===== src/rtl/fproc_rr_sched.sv =====
// rtl/fproc_rr_sched.sv - round-robin scheduler sharing one fproc LUT backend among N_CORES cores
//
// Purpose: queues at most one fproc request per core, grants the shared LUT backend to one
// pending core at a time in round-robin order, and returns the result plus a one-cycle ready
// pulse to the originating core. A silent backend is cut off after TIMEOUT wait cycles.
//
// Ports:
//   clk           clock
//   reset         synchronous, active-low reset
//   fproc_id      per-core request id, sampled with fproc_enable
//   fproc_enable  per-core request strobe (one-cycle pulse)
//   fproc_data    per-core result, held until that core's next delivery
//   fproc_ready   per-core one-cycle result-valid pulse
//   lut_valid     backend request strobe (one cycle)
//   lut_id        backend request id (held after issue)
//   lut_core      index of the granted core (held after issue)
//   lut_ready     backend response strobe, honoured only while waiting
//   lut_data      backend response data, valid with lut_ready
//   busy          scheduler active or any request pending
//   err_overrun   sticky per core: enable arrived while that core was already pending
//   err_timeout   sticky: backend failed to answer within TIMEOUT cycles
module fproc_rr_sched #(
    parameter int N_CORES        = 5,
    parameter int DATA_WIDTH     = 32,
    parameter int FPROC_ID_WIDTH = 8,
    parameter int TIMEOUT        = 255,
    localparam int CW            = (N_CORES > 1) ? $clog2(N_CORES) : 1
) (
    input  logic                                         clk,
    input  logic                                         reset,
    input  logic [N_CORES-1:0][FPROC_ID_WIDTH-1:0]       fproc_id,
    input  logic [N_CORES-1:0]                           fproc_enable,
    output logic [N_CORES-1:0][DATA_WIDTH-1:0]           fproc_data,
    output logic [N_CORES-1:0]                           fproc_ready,
    output logic                                         lut_valid,
    output logic [FPROC_ID_WIDTH-1:0]                    lut_id,
    output logic [CW-1:0]                                lut_core,
    input  logic                                         lut_ready,
    input  logic [DATA_WIDTH-1:0]                        lut_data,
    output logic                                         busy,
    output logic [N_CORES-1:0]                           err_overrun,
    output logic                                         err_timeout
);

    typedef enum logic [1:0] {
        ST_IDLE    = 2'd0,
        ST_ISSUE   = 2'd1,
        ST_WAIT    = 2'd2,
        ST_RESPOND = 2'd3
    } state_t;

    state_t                                    r_state;
    state_t                                    w_next_state;

    logic [N_CORES-1:0]                        r_pending;
    logic [N_CORES-1:0][FPROC_ID_WIDTH-1:0]    r_id_q;
    logic [N_CORES-1:0][DATA_WIDTH-1:0]        r_data;
    logic [CW-1:0]                             r_grant;
    logic [FPROC_ID_WIDTH-1:0]                 r_lut_id;
    logic [CW-1:0]                             r_rr_last;
    logic [15:0]                               r_timer;
    logic [N_CORES-1:0]                        r_err_overrun;
    logic                                      r_err_timeout;

    logic                                      w_grant_found;
    logic [CW-1:0]                             w_grant_idx;
    logic [CW:0]                               w_cand;
    logic [N_CORES-1:0]                        w_respond;
    logic                                      w_timeout;

    // Search starts one past the last served core so the most recent winner is considered last.
    // The extra bit on w_cand holds the unwrapped sum before the modulo-N_CORES fold.
    always_comb begin
        w_grant_found = 1'b0;
        w_grant_idx   = '0;
        w_cand        = '0;
        for (int k = 1; k <= N_CORES; k++) begin
            w_cand = {1'b0, r_rr_last} + (CW+1)'(k);
            if (w_cand >= (CW+1)'(N_CORES)) begin
                w_cand = w_cand - (CW+1)'(N_CORES);
            end
            if (!w_grant_found && r_pending[w_cand[CW-1:0]]) begin
                w_grant_found = 1'b1;
                w_grant_idx   = w_cand[CW-1:0];
            end
        end
    end

    always_comb begin
        w_respond = '0;
        if (r_state == ST_RESPOND) begin
            w_respond[r_grant] = 1'b1;
        end
    end

    // Last permitted wait cycle without an answer: leave WAIT so RESPOND lands TIMEOUT
    // cycles after WAIT entry.
    assign w_timeout = (r_state == ST_WAIT) && !lut_ready && (r_timer == 16'(TIMEOUT - 1));

    always_ff @(posedge clk) begin
        if (!reset) begin
            r_state <= ST_IDLE;
        end else begin
            r_state <= w_next_state;
        end
    end

    always_comb begin
        w_next_state = r_state;
        case (r_state)
            ST_IDLE:    if (w_grant_found) w_next_state = ST_ISSUE;
            ST_ISSUE:   w_next_state = ST_WAIT;
            ST_WAIT:    if (lut_ready || w_timeout) w_next_state = ST_RESPOND;
            ST_RESPOND: w_next_state = ST_IDLE;
            default:    w_next_state = ST_IDLE;
        endcase
    end

    always_ff @(posedge clk) begin
        if (!reset) begin
            r_pending     <= '0;
            r_id_q        <= '0;
            r_data        <= '0;
            r_grant       <= '0;
            r_lut_id      <= '0;
            r_rr_last     <= CW'(N_CORES - 1);
            r_timer       <= '0;
            r_err_overrun <= '0;
            r_err_timeout <= 1'b0;
        end else begin
            case (r_state)
                ST_IDLE: begin
                    if (w_grant_found) begin
                        r_grant  <= w_grant_idx;
                        r_lut_id <= r_id_q[w_grant_idx];
                    end
                end
                ST_ISSUE: begin
                    r_timer <= '0;
                end
                ST_WAIT: begin
                    // Result is written on the way into RESPOND so it is already
                    // visible in the same cycle as the ready pulse.
                    if (lut_ready) begin
                        r_data[r_grant] <= lut_data;
                    end else if (w_timeout) begin
                        r_data[r_grant] <= '0;
                        r_err_timeout   <= 1'b1;
                    end else begin
                        r_timer <= r_timer + 16'd1;
                    end
                end
                ST_RESPOND: begin
                    r_rr_last <= r_grant;
                end
                default: ;
            endcase

            // A new enable in a core's own RESPOND cycle is accepted: setting pending
            // takes priority over the completion clearing it.
            for (int i = 0; i < N_CORES; i++) begin
                if (fproc_enable[i] && (!r_pending[i] || w_respond[i])) begin
                    r_pending[i] <= 1'b1;
                    r_id_q[i]    <= fproc_id[i];
                end else if (fproc_enable[i]) begin
                    r_err_overrun[i] <= 1'b1;
                end else if (w_respond[i]) begin
                    r_pending[i] <= 1'b0;
                end
            end
        end
    end

    assign fproc_data  = r_data;
    assign fproc_ready = w_respond;
    assign lut_valid   = (r_state == ST_ISSUE);
    assign lut_id      = r_lut_id;
    assign lut_core    = r_grant;
    assign busy        = (r_state != ST_IDLE) || (|r_pending);
    assign err_overrun = r_err_overrun;
    assign err_timeout = r_err_timeout;

endmodule


===== config.mk =====
export PLATFORM = sky130hd
export DESIGN_NAME = fproc_rr_sched
export DESIGN_NICKNAME = d
export VERILOG_FILES = /design/src/rtl/fproc_rr_sched.sv
export SDC_FILE = /design/constraint.sdc
export NUM_CORES = 1
export LEC_CHECK = 0
export ABC_AREA = 1
export CORE_ASPECT_RATIO = 0.5
export CORE_MARGIN = 8
export CORE_UTILIZATION = 57
export CTS_CLUSTER_DIAMETER = 40
export CTS_CLUSTER_SIZE = 24
export DETAILED_ROUTE_END_ITERATION = 8
export DONT_BUFFER_PORTS = 1
export GPL_ROUTABILITY_DRIVEN = 0
export GPL_TIMING_DRIVEN = 0
export PLACE_DENSITY = 0.75
export SETUP_SLACK_MARGIN = 0.4
export SKIP_CTS_REPAIR_TIMING = 1
export SLEW_MARGIN = 30
export SYNTH_ARGS = -nofsm -noshare
export SYNTH_HDL_FRONTEND = slang
export SYNTH_SLANG_ARGS = --single-unit

===== constraint.sdc =====
create_clock -name clk -period 3.6 [get_ports clk]
set_input_delay 0.72 -clock clk [delete_from_list [all_inputs] [get_ports clk]]
set_output_delay 0.72 -clock clk [all_outputs]
set_load 0.005 [all_outputs]

# Word-level counts from Yosys, hierarchy flattened
# Index checks and enable logic that the tools add are counted.
dict set report totals {
  ff_bits 243
  in_bits 80
}
dict set report classes {
  add_sub_neg 11
  order_cmp 13
  n_eq_ne 13
  n_mux 56
  bitwise 8
  n_reduce_logical 54
}
# operator count
set op_table {}
lappend op_table {{160-bit 2-to-1 mux} 2}
lappend op_table {{160-bit bitwise AND} 1}
lappend op_table {{160-bit bitwise mux} 1}
lappend op_table {{160-bit NOT} 1}
lappend op_table {{32-bit demux with 3-bit select} 1}
lappend op_table {{16-bit 2-to-1 mux} 2}
lappend op_table {{32-bit 2-to-1 mux} 1}
lappend op_table {{16-bit case mux with 2 select lines} 1}
lappend op_table {{3-bit 2-to-1 mux} 10}
lappend op_table {{3-bit by 4-bit < comparator with 1-bit output, second input constant} 7}
lappend op_table {{1-bit 2-to-1 mux} 26}
lappend op_table {{2-bit AND reduction} 13}
lappend op_table {{8-bit binary-select mux with 3-bit select} 1}
lappend op_table {{4-bit by 3-bit greater-or-equal comparator with 1-bit output, second input constant} 5}
lappend op_table {{16-bit by 1-bit adder with 16-bit output, second input constant} 1}
lappend op_table {{16-bit by 8-bit equality test with 1-bit output, second input constant} 1}
lappend op_table {{2-bit nonzero test} 8}
lappend op_table {{1-bit binary-select mux with 3-bit select} 5}
lappend op_table {{3-bit subtractor, second input constant} 5}
lappend op_table {{1-bit logical AND} 12}
lappend op_table {{2-bit by 1-bit != test with 1-bit output, second input constant} 6}
lappend op_table {{1-bit logical NOT} 10}
lappend op_table {{3-bit by 2-bit adder with 4-bit output, second input constant} 2}
lappend op_table {{3-bit by 3-bit adder with 4-bit output, second input constant} 2}
lappend op_table {{other kinds (15)} 31}

# Logic depth before layout (Yosys ltp)
# Gate-level depths: netlist of the first run.
dict set report depth {
  depth_word 20
  ltp_mapped 26
}

# Least setup slack after synthesis of the first run
# No wires, ideal clock.
dict set report synth_path {
  path_type {reg-to-reg}
  start {reg r_rr_last[0]}
  end {reg r_lut_id[6] (netlist: lut_id[6])}
  setup_ns 0.138
  arrival_ns 2.878
  required_time_ns 3.462
  path_slack_ns 0.585
  stages_incl_launch_ff 24
  path_cell_list {dfxtp_1 -> inv_1 -> ha_1 -> inv_1 -> fa_1 -> inv_1 -> nand2_2 -> o21ai_0 -> nand3_1 -> nand2_1 -> nand2_1 -> nand2_1 -> clkinv_1 -> nand2_2 -> nor2_8 -> nand3_4 -> inv_2 -> nand2_4 -> buf_2 -> nand3_1 -> nand3_1 -> nand3_1 -> nand2_1 -> a21oi_2}
}
dict set report synth_via {
  elab_chain_cells 20
  word_cells_on_any_way 51
  classes_between {add/sub (10); order compare (5); mux (27); reduce/logical (9)}
}
# element line_no
set synth_rtl {}
lappend synth_rtl {{start, declared} 60} ;# logic [CW-1:0] r_rr_last;
lappend synth_rtl {{start signal, assigned} 126} ;# r_rr_last <= CW'(N_CORES - 1);
lappend synth_rtl {{start signal, assigned} 154} ;# r_rr_last <= r_grant;
lappend synth_rtl {{3-bit by 1-bit adder with 4-bit output} 78} ;# w_cand = {1'b0, r_rr_last} + (CW+1)'(k);
lappend synth_rtl {{4-bit by 3-bit greater-or-equal comparator with 1-bit output / 3-bit subtractor (equally long branches)} {79, 80}}
lappend synth_rtl {{3-bit 2-to-1 mux} 79} ;# if (w_cand >= (CW+1)'(N_CORES)) begin
lappend synth_rtl {{1-bit binary-select mux with 3-bit select} 82} ;# if (!w_grant_found && r_pending[w_cand[CW-1:0]]) begin
lappend synth_rtl {{1-bit 2-to-1 mux (not written as such)} 82}
lappend synth_rtl {{1-bit 2-to-1 mux} 82}
lappend synth_rtl {{1-bit logical NOT} 82}
lappend synth_rtl {{1-bit logical AND} 82}
lappend synth_rtl {{(+4 left out)} n/a}
lappend synth_rtl {{1-bit logical NOT} 82}
lappend synth_rtl {{1-bit logical AND} 82}
lappend synth_rtl {{1-bit 2-to-1 mux} 82}
lappend synth_rtl {{1-bit logical NOT} 82}
lappend synth_rtl {{1-bit logical AND} 82}
lappend synth_rtl {{3-bit 2-to-1 mux} 82}
lappend synth_rtl {{8-bit binary-select mux with 3-bit select} 135} ;# r_lut_id <= r_id_q[w_grant_idx];
lappend synth_rtl {{8-bit 2-to-1 mux (not written as such)} 135}
lappend synth_rtl {{end signal, assigned} 135}
lappend synth_rtl {{end, declared} 59} ;# logic [FPROC_ID_WIDTH-1:0] r_lut_id;
# Parallel ways exist; a longest one is shown, timed or not. The select of a mux whose other input is x is not followed.
# A chain may end at the register's enable or synchronous reset.

# Final worst setup path of the first run
dict set report layout_path {
  start {reg r_rr_last[0]}
  end {reg r_lut_id[2] (netlist: lut_id[2])}
}
# The elaborated chain is that of the path after synthesis.

==> impl_metrics.py, run 1 <==
metrics = {
    "logic_synthesis": {
        "synth.distinct_cells": 40,
        "synth_cells": 1247,
        "yosysTopAreaCell": "dfxtp_1",
        "synth_edf_count": 0,
        "ys.flop_type": "dfxtp_1",
        "synthArstFlopShare_pct": 0,
        "synthTopCellsByCount": "dfxtp_1, o21ai_0, a21oi_1, nand2_1, inv_1",
        "synth_fp_nets": 1344,
        "synth_area_sq_mm": 0.00983,
        "yosysWarningCount": 0,
        "synth_most_common_cell": "dfxtp_1",
        "synthDominantCellAreaShare_pct": 49.5,
        "synth_area_leaders": "dfxtp_1, o21ai_0, a21oi_1",
        "ys_ff_latch": 243,
        "syn_avg_cell_area_sq_um": 7.88,
        "ys_seq_area_share_pct": 49.5,
    },
    "place": {
        "io_buffers": 0,
        "hpwl_um": 24000,
        "dp.cells": 1481,
    },
    "grt": {
        "grt_usage_pct": 28.0,
        "grt_pass1_vias": 8517,
        "grt.overflow.total": 0,
        "grt_max_degree": 25,
        "grt_pass1_wl_um": 48900,
        "antenna_found_initial": 1,
    },
    "timing": {
        "post-route-period-util_pct": 87.2,
        "worst_pin_slew_ps": 900,
        "slew_violations": 0,
        "maxSlewHeadroom_pct": 39.8,
        "max_freq_mhz": 318,
        "hold_violations": 0,
        "period_minus_slack_ps": 3140,
        "rsz0062_at_grt": "true",
        "setup_viol": 0,
        "tns_ps": 0,
        "clock_skew_ps": 25.9,
    },
    "clock_network": {
        "cts_root_buffer": "clkbuf_16",
        "clock_latency_ps": 520,
        "numCtsBuffers": 19,
        "cts.sinks": 243,
        "tritoncts": "yes",
        "cts.path.max_buffers": 3,
        "path_clk_slew_ps": 80,
        "h-tree-depth": 1,
    },
    "floorplan": {
        "die_h_um": 109,
        "start_util_pct": 57.3,
        "dieWidth_um": 202,
        "ios": 264,
        "rows": 34,
        "core_area_sq_mm": 0.0171,
        "die_area_sq_mm": 0.0220,
    },
    "route": {
        "wl_per_cell_um": 21.8,
        "drt_pass1_iterations": 7,
        "drt.antenna.violating_nets": 0,
        "drc_errors": 0,
        "viasPerCell": 6.06,
        "drt_iter0_drc": 831,
        "vias": 9267,
        "drt-total-wl_um": 33300,
    },
    "setup_path": {
        "crit_type": "reg -> reg",
        "start_kind": "register",
        "critical-path-max-stage-delay_ps": 520,
        "r2r_end": "lut_id[2]$_SDFFE_PN0P_",
        "cp_max_fo": 8,
        "crit_end": "lut_id[2]$_SDFFE_PN0P_",
        "worstPathCellList": "inv_6 > ha_1 > inv_1 > fa_2 > inv_1 > a21oi_2 > nand2_1 > nor3_2 > inv_1 > nand2_2 > inv_4 > nand3_2 > nand3_1 > nand2_2 > nand3_4 > nand2_8 > buf_12 > nand2_1 > nand3_1 > nand3_1 > nand2_1 > a21oi_2",
        "r2r_start": "r_rr_last[0]$_SDFFE_PN0N_",
        "cp.required_ps": 3970,
        "critPathArrivalTime_ps": 3510,
        "crit_start": "r_rr_last[0]$_SDFFE_PN0N_",
        "reg2regPathDepth": 22,
        "critical-path-slowest-cell": "fa_2",
        "end_kind": "register",
        "rrSetupSlack_ps": 460,
    },
    "power_and_ir_drop": {
        "p_total_w": 0.00874,
        "power.density_mw_per_mm2": 791,
        "vdd_drop_max_uv": 477,
        "leakagePower_nw": 4.36,
    },
    "cells_and_area": {
        "syn2layout_area_growth_pct": 12.3,
        "diodes": 0,
        "final_nets": 1381,
        "fin_util_pct": 64.4,
        "instances_no_fill": 1529,
        "n_fill_cell": 1474,
        "drive_gt1_share_pct": 9.42,
    },
    "min_path": {
        "hp-start": "fproc_enable[2]",
        "hold_path_class": "in -> reg",
        "min_path_cells": 2,
    },
    "run_status": {
        "run_status": "complete, no violations",
    },
    "run": {
        "maxCapViolations": 0,
    },
}
-- worst min-delay path by stage --
stage	endpoint	slack (ps)
after CTS	r_pending[2]$_SDFFE_PN0P_	320
final	r_pending[2]$_SDFFE_PN0P_	330
after floorplan	r_id_q[0]$_SDFFE_PN0P_	430
after global placement	r_id_q[7]$_SDFFE_PN0P_	440
after global routing	r_pending[3]$_SDFFE_PN0P_	340
after detailed placement	r_id_q[20]$_SDFFE_PN0P_	450
-- cells by family (layout without fill, tap and decap cells) --
group,Yosys count,after routing,synth area share [%]
xor gates and xnor gates,3,3,0.420
DFF,243,243,49.5
buffers and inverters,179,226,7.10
adders and majority gates,17,17,2.24
and+or+nand+nor,356,356,16.3
AOI/OAI and AO/OA,449,450,24.4
-- through the flow --
stage / instance area, sq um / setup WS, ps / hold slack [ps]
6_report: 11000 / 459 / 333
5_1_grt: 11000 / 269 / 339
4_1_cts: 10700 / -17.6 / 320
3_5_place_dp: 10100 / 37.5 / 452
3_3_place_gp: 10100 / 148 / 441
2_1_floorplan: 9830 / 585 / 430
-- worst max-delay path, delay by kind of cell (launching register included) --
family,cells,cell delay [ps]
adder cells (fa/ha/maj),2,660
AND/OR/NAND/NOR,12,1320
flip-flops,1,370
buffers and inverters,6,440
AO/OA/AOI/OAI,2,210
-- area by class of cell --
class / count / area [sq um] / share of cell area [%]
plain buffers: 69 / 300 / 2.72
multi-input cells: 826 / 4420 / 40.0
repair buffers: 15 / 123 / 1.11
flip-flops and latches: 243 / 4880 / 44.2
clock buffers: 20 / 479 / 4.34
well taps: 234 / 293 / 2.65
clock inverters: 12 / 131 / 1.19
inverters: 110 / 425 / 3.85
-- routing by layer --
| metal | up-vias | share of wire (%) | routed length (um) | global-route usage [%] |
|---|---|---|---|---|
| li1 | 4312 | - | - | - |
| met3 | 79 | 11 | 3790 | 8.45 |
| met1 | 4357 | 39 | 13000 | 35.6 |
| met5 | - | 0 | 0 | 0 |
| met2 | 519 | 47 | 15600 | 46.1 |
| met4 | 0 | 2.6 | 866 | 7.88 |
-- cell usage in the layout (no fill, tap or decap), types with 8 or more instances in the layout --
master | netlist | final
nand3_2 | 4 | 9
clkbuf_16 | 0 | 19
o21ai_0 | 200 | 197
nand3_1 | 82 | 77
a211oi_1 | 25 | 25
nor2_1 | 88 | 86
nand2_1 | 148 | 141
inv_1 | 103 | 101
dfxtp_1 | 243 | 240
clkbuf_1 | 62 | 63
nand2_2 | 6 | 9
ha_1 | 16 | 14
a21oi_2 | 7 | 9
buf_4 | 0 | 13
a21oi_1 | 197 | 196
nand4_1 | 8 | 8
-- flip-flops by register name, indices dropped and copies added, names as in the netlist --
register     cells
r_state          2
fproc_data     160
r_pending        5
r_id_q          40
err_timeout      1
lut_core         3
r_rr_last        3
lut_id           8
err_overrun      5
r_timer         16
-- power breakdown --
group | internal, W | switching (W)
Clock | 0.00103 | 0.00108
Combinational | 0.00129 | 0.00223
Sequential | 0.00291 | 0.000199
Total | 0.00523 | 0.00351
No activity file was read; power rests on OpenSTA's default activity.
==> inputs of run 2 (changes only) <==
MAX_ROUTING_LAYER = met4   (was not set)
PLACE_DENSITY = 0.73   (was 0.75)
==> run 2 against run 1 <==
Against the previous run: clock skew hardly changed; critical endpoint is now lut_id[6]$_SDFFE_PN0P_; worst setup slack worse by 9.4 ps; critical path type unchanged; core utilization is 1.7 points higher; highest routed layer unchanged; clock-buffer cell count is 3 higher; largest cell class unchanged; critical path depth is 6 lower.
==> impl_metrics.py, run 2 (synthesis gave the netlist of run 1 again) <==
metrics = {
    "route": {
        "vias": 9350,
        "met1_length_um": 14000,
        "viasPerCell": 6.06,
        "dr_wl_met2_um": 15900,
        "drt_pass1_iterations": 5,
        "drt-total-wl_um": 34400,
        "wl_per_cell_um": 22.3,
        "drt_iter0_drc": 866,
        "drt.antenna.violating_nets": 0,
        "top_layer_used": "met4",
        "dr_wl_met3_um": 3430,
        "drc_errors": 0,
    },
    "place": {
        "post-place-ws_ps": 55.9,
        "io_buffers": 0,
        "hpwl_um": 24500,
        "placed_area_sq_mm": 0.0101,
    },
    "setup_path": {
        "end_kind": "register",
        "cp.required_ps": 3960,
        "start_kind": "register",
        "reg2regPathDepth": 16,
        "critPathArrivalTime_ps": 3510,
        "cp_max_fo": 8,
        "crit_type": "reg -> reg",
    },
    "timing": {
        "tns_ps": 0,
        "slew_violations": 0,
        "hold_violations": 0,
        "setup_viol": 0,
        "worst_pin_slew_ps": 958,
        "maxSlewHeadroom_pct": 35.9,
        "setup_ws_ps": 450,
        "rsz0062_at_grt": "false",
        "max_freq_mhz": 317,
        "post-route-period-util_pct": 87.5,
        "clock_skew_ps": 25.9,
        "period_minus_slack_ps": 3150,
    },
    "floorplan": {
        "start_util_pct": 57.3,
        "dieWidth_um": 202,
        "die_h_um": 109,
        "rows": 34,
        "die_area_sq_mm": 0.0220,
        "ios": 264,
        "core_area_sq_mm": 0.0171,
    },
    "grt": {
        "antenna_found_initial": 0,
        "grt_usage_pct": 29.5,
        "grt_pass1_wl_um": 49900,
        "grt_pass1_vias": 8482,
        "grt_max_degree": 25,
        "grt.overflow.total": 0,
    },
    "clock_network": {
        "path_clk_slew_ps": 80,
        "tritoncts": "yes",
        "cts_root_buffer": "clkbuf_16",
        "cts.path.max_buffers": 3,
        "numCtsBuffers": 18,
        "clock_latency_ps": 510,
        "h-tree-depth": 1,
        "cts.sinks": 243,
    },
    "cells_and_area": {
        "syn2layout_area_growth_pct": 15.3,
        "largest_reg_flops": 160,
        "diodes": 0,
        "drive_gt1_share_pct": 11.2,
        "layout_common_cells": "dfxtp_1, o21ai_0, a21oi_1",
        "final_nets": 1393,
        "final_common_cell": "dfxtp_1",
        "final_area_sq_mm": 0.0113,
        "n_fill_cell": 1415,
    },
    "power_and_ir_drop": {
        "switching_power_w": 0.00358,
        "power.share.switching_pct": 39.5,
        "power.density_mw_per_mm2": 801,
        "leakagePower_nw": 4.47,
        "power_frac_comb_pct": 41.8,
        "vdd_drop_max_uv": 622,
        "p_seq_share_pct": 34.3,
        "intPower_w": 0.00549,
        "p_clk_share_pct": 24.0,
    },
    "min_path": {
        "hold_path_class": "in -> reg",
        "min_path_cells": 2,
    },
    "run": {
        "maxCapViolations": 0,
    },
    "run_status": {
        "run_status": "complete, no violations",
    },
}
[run 2: cell count changes in the layout (fill, tap and decap cells not counted), moves of 3 or more]
cell / delta
buf_4: +9
inv_1: -3
nand3_1: -4
nand3_4: +4
[run 2: final timing paths]
kind | start | to | slack, ps
worst max-delay path | r_rr_last[1]$_SDFFE_PN0N_ | lut_id[6]$_SDFFE_PN0P_ | 450
worst min-delay path | fproc_enable[2] | r_pending[2]$_SDFFE_PN0P_ | 340
worst max register to register | r_rr_last[1]$_SDFFE_PN0N_ | lut_id[6]$_SDFFE_PN0P_ | 450
worst min register to register | r_id_q[13]$_SDFFE_PN0P_ | r_id_q[13]$_SDFFE_PN0P_ | 460
[run 2: layout make-up]
cell class | count | area, sq um | share of cell area, %
timing repair buffer | 27 | 238 | 2.10
sequential | 243 | 4870 | 43.0
inverter | 110 | 429 | 3.79
multi-input combinational | 827 | 4570 | 40.3
clock buffer | 23 | 510 | 4.51
clock inverter | 9 | 118 | 1.04
tap | 234 | 293 | 2.58
buffer | 69 | 304 | 2.68
[run 2: per-layer routing]
metal / GRT usage [%] / vias up
li1: - / 4323
met1: 36.1 / 4480
met2: 47.5 / 466
met3: 8.51 / 81
met4: 8.61 / 0
met5: - / -
[run 2: power groups by stage]
stage	registers, W	clock network (W)	logic, W
finish	0.00311	0.00217	0.00379
global route	0.00313	0.00229	0.00414
CTS	0.00310	0.00218	0.00280
detailed placement	0.00316	0	0.00278
global placement	0.00316	0	0.00272
floorplan	0.00308	0	0.00220
[run 2: critical path, stage by stage, from the launching register on]
cell and delay (ps):
dfxtp_4 420, clkinvlp_4 220, ha_1 240, ha_1 350, o21ai_4 240, a31oi_1 110, a21oi_4 270, nand4_1 170
nand2_2 170, nand3_4 180, nand2_8 160, clkbuf_16 150, nand2_1 50, nand3_1 70, nand3_1 70, nand2_1 90
a21oi_2 50
[run 2: metrics by stage]
stage | std cells | hold slack, ps | total power (W) | util [%]
4_1_cts | 1513 | 337 | 0.00808 | 62.7
2_1_floorplan | 1247 | 430 | 0.00528 | -
3_5_place_dp | 1481 | 452 | 0.00595 | 59.0
6_report | 1542 | 344 | 0.00907 | 66.1
3_3_place_gp | 1481 | 440 | 0.00588 | 59.0
5_1_grt | 1542 | 339 | 0.00957 | 66.1
